<file path="config.mk">
export PLATFORM = sky130hd
export DESIGN_NAME = program_counter
export DESIGN_NICKNAME = d
export VERILOG_FILES = /design/src/rtl/program_counter.sv
export SDC_FILE = /design/constraint.sdc
export NUM_CORES = 1
export LEC_CHECK = 0
export CAP_MARGIN = 20
export CORE_MARGIN = 10
export CORE_UTILIZATION = 55
export DETAILED_ROUTE_END_ITERATION = 10
export DONT_BUFFER_PORTS = 1
export PLACE_DENSITY_LB_ADDON = 0.2
export SLEW_MARGIN = 15
export SYNTH_ARGS = -nofsm -noshare
export SYNTH_HDL_FRONTEND = slang
export SYNTH_SLANG_ARGS = --single-unit
</file>
<file path="constraint.sdc">
create_clock -name CLK -period 2.36 [get_ports CLK]
set_clock_uncertainty 0.2 [all_clocks]
set_input_delay 0.472 -clock CLK [delete_from_list [all_inputs] [get_ports CLK]]
set_output_delay 0.472 -clock CLK [all_outputs]
set_load 0.01 [all_outputs]
</file>
<file path="src/rtl/program_counter.sv">
// Instruction-address register for the pocket-calculator CPU, updated on the falling clock edge.
// Optional WRAP output (increment wrap-around pulse) is enabled by defining PC_WRAP_FLAG_EN.
module program_counter #(
    parameter int unsigned      WIDTH       = 16,
    parameter logic [WIDTH-1:0] RESET_VALUE = '0,
    parameter logic [WIDTH-1:0] POP_OFFSET  = WIDTH'(2)
) (
    input  logic             CLK,
    input  logic             RESET,
    input  logic             EN,
    input  logic             BRA,
    input  logic             STACK_POP,
    input  logic             FACT,
    input  logic [WIDTH-1:0] IN,
`ifdef PC_WRAP_FLAG_EN
    output logic             WRAP,
`endif
    output logic [WIDTH-1:0] OUT
);

    logic [WIDTH-1:0] pc_q, pc_d;
    logic             incr;

    // Requests only count when EN is high; branch outranks pop, pop outranks hold.
    always_comb begin
        pc_d = pc_q + WIDTH'(1);
        incr = 1'b1;
        if (EN && BRA) begin
            pc_d = IN;
            incr = 1'b0;
        end else if (EN && STACK_POP) begin
            pc_d = IN + POP_OFFSET;
            incr = 1'b0;
        end else if (EN && FACT) begin
            pc_d = pc_q;
            incr = 1'b0;
        end
    end

    always_ff @(negedge CLK or negedge RESET) begin
        if (!RESET) begin
            pc_q <= RESET_VALUE;
        end else begin
            pc_q <= pc_d;
        end
    end

    assign OUT = pc_q;

`ifdef PC_WRAP_FLAG_EN
    logic wrap_q, wrap_d;

    // Only a plain increment from all-ones wraps; loads landing on zero do not.
    assign wrap_d = incr && (pc_q == '1);

    always_ff @(negedge CLK or negedge RESET) begin
        if (!RESET) begin
            wrap_q <= 1'b0;
        end else begin
            wrap_q <= wrap_d;
        end
    end

    assign WRAP = wrap_q;
`else
    logic unused_incr;
    assign unused_incr = incr;
`endif

endmodule

</file>
[Yosys cells after proc, flatten, opt, wreduce, memory -nomap -nowiden]
Cells that the tools add are included.
Operators by class
  equal/unequal tests: 1
  muxes and demuxes: 3
  reductions and logical operators: 3
  $add $sub $neg: 2
Operators with widths (count)
  $mux 16: 3
  $add 16x1->16 const B: 1
  $add 16x2->16 const B: 1
  $logic_and 1x1->1: 3
  $ne 3x3->1 const B: 1
Word-level totals
  output and inout bits: 16
  input port bits: 22
  logic and storage cells: 10
  bits in registers: 16

[Longest topological paths before layout]
Gate-level depths: netlist (run 1).
  depth in word-level cells: 4
  depth in mapped cells: 7
  gate-level depth less buffers: 6

==> impl_results.md, run 1 <==
- Horiz. Die Dim: 73.2 um
- IO Count: 38
- CTS buffer count: 3
- Critical-path cell list: nand4_1 > nor4_2 > mux2i_1 > nand2_1 > o22a_1
- FF-to-FF Start: OUT[5]
- # nets final: 263
- Status: complete, but fails checks
- RSZ-0062 raised after global routing: yes
- Flops & latches, synth: 16
- First-pass GRT wire length: 9.09 mm
- Most common cell after layout, fill and taps aside: buf_4
- CP Class: input port to flip-flop
- GPL Wtd Cong: 0.912
- Hold Path End: OUT[11]
- WL final: ~6.1 mm
- Worst slew pin tran: 0.468 ns
- Buffers on Ports: 0
- Hold_sp: OUT[11]
- Vias: 1929
- Chip height: roughly 73 um
- Area delta synth->final: 39.9%
- Count of pins over their slew limit: 0
- Fin. Hold Viols: 0
- Cells after DPL: 259
- Detailed-placement wirelength estimate: 4.12 mm
- Hold Crit Class: flip-flop to flip-flop
- N_diodes: 0
- Synthesized area: about 1600 um2
- Synth Net Count: 221
- Pre-CTS setup slack: -0.642 ns
- Leak pwr: slightly below 0.9 nW
- CP peak stage delay: a little over 0.3 ns
- H-Tree Depth: 1
- Biggest area consumer among synthesized cells: dfrtn_1
- Core ar.: ~2700 um2
- Final-report setup violation count: 30
- Crit path buf inv count: 0
- Synth unique cells: 51
- Total track usage: 21.1%
- Sequential area share after synthesis: 25.8%
- Remaining global-route overflow: 0
- Largest net degree at the start of global routing: 22
- CTS tree: built
- Vias per Instance: between 7 and 8
- FF-to-FF End: OUT[13]
- Die ar.: 5350 um2
- Final std cells w/o fill: 269
- Num rows: 19
- Crit path max-delay family: simple AND/OR/NAND/NOR gates
- Number of enable flip-flop cells after synthesis: 0
- Final hold slack: 0.352 ns
- Failing checks: negative setup slack
- Starting Density: 56.8%
- Arrival time worst endpoint: 1.57 ns
- Final worst setup slack: -0.434 ns
- Reg clk slew, reported paths: 0.08 ns
- Most used flip-flop cell after synthesis: dfrtn_1
- Synth Warn #: 0
- Pwr dens: 493 nW/um2
- Drt first pass iters: 6
- Largest fanout on the critical path: 5
- CTS Hold Bufs: 0
- Clock Tree Buf Depth: 2
- Worst ir drop on vdd: 649 uV
- Req. time, crit path: between 1 and 1.5 ns
- Initial antenna violation count: 0
- CP Capture Type: flip-flop
- Clock root buffer: clkbuf_4
- Number of DRC markers in iteration 0: about 500
- Commonest cells after routing, fill and taps aside: buf_4 (36), nand2_1 (23), dfrtn_1 (16), nand3_1 (14), nor2_1 (9)
- Max-Cap Viols: 0
- Clk_lat worst skew: 0.31 ns
- Mapped Cells: 197
- DRT antenna net count: 0
- Top post-synthesis cells by area: dfrtn_1 (26%), nand2_1 (6.3%), nand3_1 (5.2%)
- Slew headroom: 68.5%
- # DRC: 0
- CP Launch Type: input port
- R2R Setup Slk: about 0.090 ns
- Post-Syn Area per Cell: between 7 and 8 um2
- Routed length per placed instance: approximately 23 um
- FFs w/ async S/R, synth: 100%
- CP max stage cell: mux2i_1
- Share of layout cells above drive strength 1: about two fifths
- R2R depth: 6
- Worst Hold Depth: 1
- Vias in the first global route: 1790
- Largest register FFs: 16
- Synth top area share: 25.8%
- Clock net sink count: 16
## what timing repair did
| item | CTS | global route |
|---|---|---|
| gates cloned | 0 | 0 |
| gates resized for setup | 21 | 27 |
| endpoints found under the setup margin | 30 | 30 |
| setup buffers | 3 | 6 |
| pin swaps | 11 | 19 |
## Yosys cell counts (2+ instances only)
master    number
nand4_1        5
nor2_2         2
o211ai_1       2
and3_1         8
o22a_1         2
nand2_1       26
xor2_1         5
a221oi_1       2
a22oi_1        3
buf_6          3
o21a_1         2
o21ai_0       14
nor2_1        12
nor4_2         2
a21oi_1       11
o22ai_1        2
mux2i_1        3
buf_2          4
and2_1         3
a31oi_1        2
nand2b_1       3
xnor2_1        8
nand3_1       16
a21o_1         3
nor3_1         5
ha_1           2
inv_1          2
nor2b_1        4
dfrtn_1       16
o31ai_1        4
## cell families after synthesis
family          synth area share [%]
buf+inv                         4.43
mux                             1.93
fa+ha+maj                       1.61
simple gates                    35.0
flops                           25.8
xor+xnor                        7.33
compound gates                  23.9
## worst reg2reg max path: stages, from the launching register on
cell     delay [ns]
dfrtn_1        0.47
buf_4          0.17
and4_4         0.27
nor3b_4        0.33
nand3_1        0.14
xnor2_1        0.16
a221o_1        0.38
## through the flow
step           setup TNS [ns]  util, %  area (um2)  power, mW
3_3_place_gp            -7.18     69.4        1900      0.776
3_5_place_dp            -7.32     69.4        1900      0.789
5_1_grt                 -8.38     79.5        2170       1.12
4_1_cts                 -6.49     73.9        2020      0.994
6_report                -7.33     79.5        2170       1.07
2_1_floorplan           -6.58        -        1650      0.640
## final cells by class
cell class / instances / area, um2
Clock buffer: 4 / 36.3
Tap cell: 31 / 38.8
Timing Repair Buffer: 45 / 380
Sequential cell: 16 / 400
Multi-Input combinational cell: 171 / 1310
Fill cell: 167 / 559
Inverter: 2 / 7.51
## worst max path at each step
stage	slack, ns	start	cells past startpoint	end
after floorplan	-0.53	EN	6	OUT[15]
after global placement	-0.59	IN[5]	5	OUT[14]
after detailed placement	-0.64	IN[1]	6	OUT[13]
after CTS	-0.31	IN[1]	6	OUT[13]
after global routing	-0.50	IN[1]	5	OUT[14]
final	-0.43	IN[1]	5	OUT[14]
## routing by layer
| metal | wire length (um) | GRT usage [%] |
|---|---|---|
| met1 | 2160 | 25.4 |
| met2 | 2830 | 32.8 |
| met3 | 777 | 6.94 |
| met4 | 381 | 10.5 |
| met5 | 0 | 0 |
## power breakdown
group	total [mW]	switching, mW	internal, mW	leakage (nW)
Combinational	0.479	0.250	0.229	0.678
Clock	0.201	0.107	0.0942	0.0210
Sequential	0.391	0.0628	0.329	0.186
Total	1.07	0.420	0.652	0.885
(Power assumes the default switching activity.)
==> inputs of run 2 (changes only) <==
==> constraint.sdc (replaced) <==
create_clock -name CLK -period 3.3 [get_ports CLK]
set_clock_uncertainty 0.2 [all_clocks]
set_input_delay 0.66 -clock CLK [delete_from_list [all_inputs] [get_ports CLK]]
set_output_delay 0.66 -clock CLK [all_outputs]
set_load 0.01 [all_outputs]
==> run 2 against run 1 <==
  * The flow still finishes with violations (negative setup slack)
  * Core utilization down 11 points
  * Routed wire length down 17%
  * Final cell count down 6.3%
  * Clock power down 28%
  * Sequential cell count unchanged
  * Sequential power down 21%
  * Critical endpoint is now OUT[5]
  * Largest cell class unchanged
==> impl_results.md, run 2 (same netlist as run 1, synthesis figures left out) <==
- Largest net degree at the start of global routing: 22 (unchanged)
- Fin. Hold Viols: 0 (unchanged)
- Detailed-placement wirelength estimate: 3.80 mm (was 4.12 mm)
- Area delta synth->final: 19.8% (was 39.9%)
- CP Launch Type: flip-flop (was input port)
- Largest register FFs: 16 (unchanged)
- CTS buffer count: 3 (unchanged)
- CP Capture Type: primary output (was flip-flop)
- Final core occ: 68.1% (was 79.5%)
- Arrival time worst endpoint: 2.57 ns (was 1.57 ns)
- Final worst setup slack: -0.127 ns (was -0.434 ns)
- Clk_lat worst skew: 0.31 ns (about the same)
- Pwr dens: 361 nW/um2 (was 493 nW/um2)
- Count of pins over their slew limit: 0 (unchanged)
- Final hold slack: 0.329 ns (was 0.352 ns)
- Psw: 259 uW (was 420 uW)
- Drt first pass iters: 5 (was 6)
- R2R Setup Slk: 1.05 ns (was 0.09 ns)
- Horiz. Die Dim: 73.2 um (unchanged)
- Hold Path End: OUT[11] (unchanged)
- Worst Hold Depth: 1 (unchanged)
- Total Power: 673 uW (was 1.07 mW)
- Clock power share: 21.4% (was 18.7%)
- Die ar.: 5350 um2 (unchanged)
- Clock net sink count: 16 (unchanged)
- # DRC: 0 (unchanged)
- Starting Density: 56.8% (unchanged)
- CP Class: flip-flop to primary output (was input port to flip-flop)
- IO Count: 38 (unchanged)
- Vias: 1696 (was 1929)
- Num rows: 19 (unchanged)
- Remaining global-route overflow: 0 (unchanged)
- R2R depth: 7 (was 6)
- Largest fanout on the critical path: 8 (was 5)
- Share of layout cells above drive strength 1: 24.4% (was 40.3%)
- Most common cell after layout, fill and taps aside: buf_4 (unchanged)
- Worst slew pin tran: 0.501 ns (was 0.468 ns)
- Chip height: 73.2 um (unchanged)
- WL final: 5.09 mm (was 6.14 mm)
- First-pass GRT wire length: 8.18 mm (was 9.09 mm)
- Setup_tns: -1.01 ns (was -7.33 ns)
- Commonest cells after routing, fill and taps aside: buf_4 (28), nand2_1 (26), dfrtn_1 (16), nand3_1 (15), o21ai_0 (13) (was buf_4 (36), nand2_1 (23), dfrtn_1 (16), nand3_1 (14), nor2_1 (9))
- Buffers on Ports: 0 (unchanged)
- Max-Cap Viols: 0 (unchanged)
- Reg power frac: 45.8% (was 36.5%)
- Final-report setup violation count: 14 (was 30)
- Status: complete, but fails checks (unchanged)
- H-Tree Depth: 1 (unchanged)
- Vias in the first global route: 1617 (was 1790)
- Clock Tree Buf Depth: 2 (unchanged)
- RSZ-0062 raised after global routing: yes (unchanged)
- Fill cells: 221 (was 167)
- # nets final: 246 (was 263)
- CTS tree: built (unchanged)
- Routed length per placed instance: 20.2 um (was 22.8 um)
- Gate power share: 32.8% (was 44.7%)
- Sw frac: 38.5% (was 39.2%)
- Total track usage: 18.9% (was 21.1%)
- Number of DRC markers in iteration 0: 244 (was 497)
- Clock root buffer: clkbuf_4 (unchanged)
- Req. time, crit path: 2.44 ns (was 1.14 ns)
- Reg clk slew, reported paths: 0.07 ns (was 0.08 ns)
- FF-to-FF End: OUT[14] (was OUT[13])
- Initial antenna violation count: 0 (unchanged)
- Internal power: 414 uW (was 652 uW)
- Hold_sp: OUT[11] (unchanged)
- FF-to-FF Start: OUT[0] (was OUT[5])
- Leak pwr: 0.766 nW (was 0.885 nW)
- GPL Wtd Cong: 0.907 (was 0.912)
- Slew headroom: 66.6% (was 68.5%)
- DRT antenna net count: 0 (unchanged)
- CTS Hold Bufs: 0 (unchanged)
- Hold Crit Class: flip-flop to flip-flop (unchanged)
- Final std cells w/o fill: 252 (was 269)
- Vias per Instance: 6.73 (was 7.17)
- Worst ir drop on vdd: 395 uV (was 649 uV)
- N_diodes: 0 (unchanged)
- Failing checks: negative setup slack (unchanged)
- Core ar.: 2730 um2 (unchanged)
- Cells after DPL: 248 (was 259)
==> run 2: power groups by stage <==
stage          registers, mW  clock network, mW  logic [mW]
2_1_floorplan          0.302                  0       0.153
3_3_place_gp           0.312                  0       0.206
3_5_place_dp           0.313                  0       0.209
4_1_cts                0.310              0.143       0.211
5_1_grt                0.317              0.152       0.244
6_report               0.308              0.144       0.221
==> run 2: repair_timing <==
action,CTS,global route
gates cloned,0,0
setup endpoints to repair,15,19
endpoints found under the hold margin,0,0
setup buffers,0,0
resized for setup,0,5
==> run 2: per-layer routing <==
| metal | GRT usage [%] | part of all wire, % | up-vias |
|---|---|---|---|
| met5 | 0 | 0 | - |
| met2 | 30.2 | 47 | 108 |
| li1 | - | - | 780 |
| met3 | 4.35 | 11 | 12 |
| met1 | 23.9 | 40 | 796 |
| met4 | 6.96 | 2.0 | 0 |
==> run 2: final cells by class <==
cell class              count  area (um2)  share of cell area [%]
multi-input cells         171        1170                    62.8
inverters                   2        7.51                   0.403
repair buffers             28         210                    11.3
flip-flops and latches     16         400                    21.5
clock buffers               4        36.3                    1.95
well taps                  31        38.8                    2.08
==> run 2: how the worst max path moves through the flow <==
stage,from,to,slack [ns],depth (start not counted)
2_1_floorplan,EN,OUT[15],-0.25,6
3_3_place_gp,IN[5],OUT[14],-0.30,5
3_5_place_dp,IN[5],OUT[14],-0.37,5
4_1_cts,OUT[5],OUT[5],-0.12,0
5_1_grt,OUT[3],OUT[3],-0.16,0
6_report,OUT[5],OUT[5],-0.13,0
==> run 2: per-stage QoR <==
step / worst slack, ns / cell area, um2
after global placement: -0.304 / 1790
after CTS: -0.122 / 1830
after detailed placement: -0.367 / 1790
after global routing: -0.158 / 1860
after floorplan: -0.252 / 1620
final: -0.127 / 1860
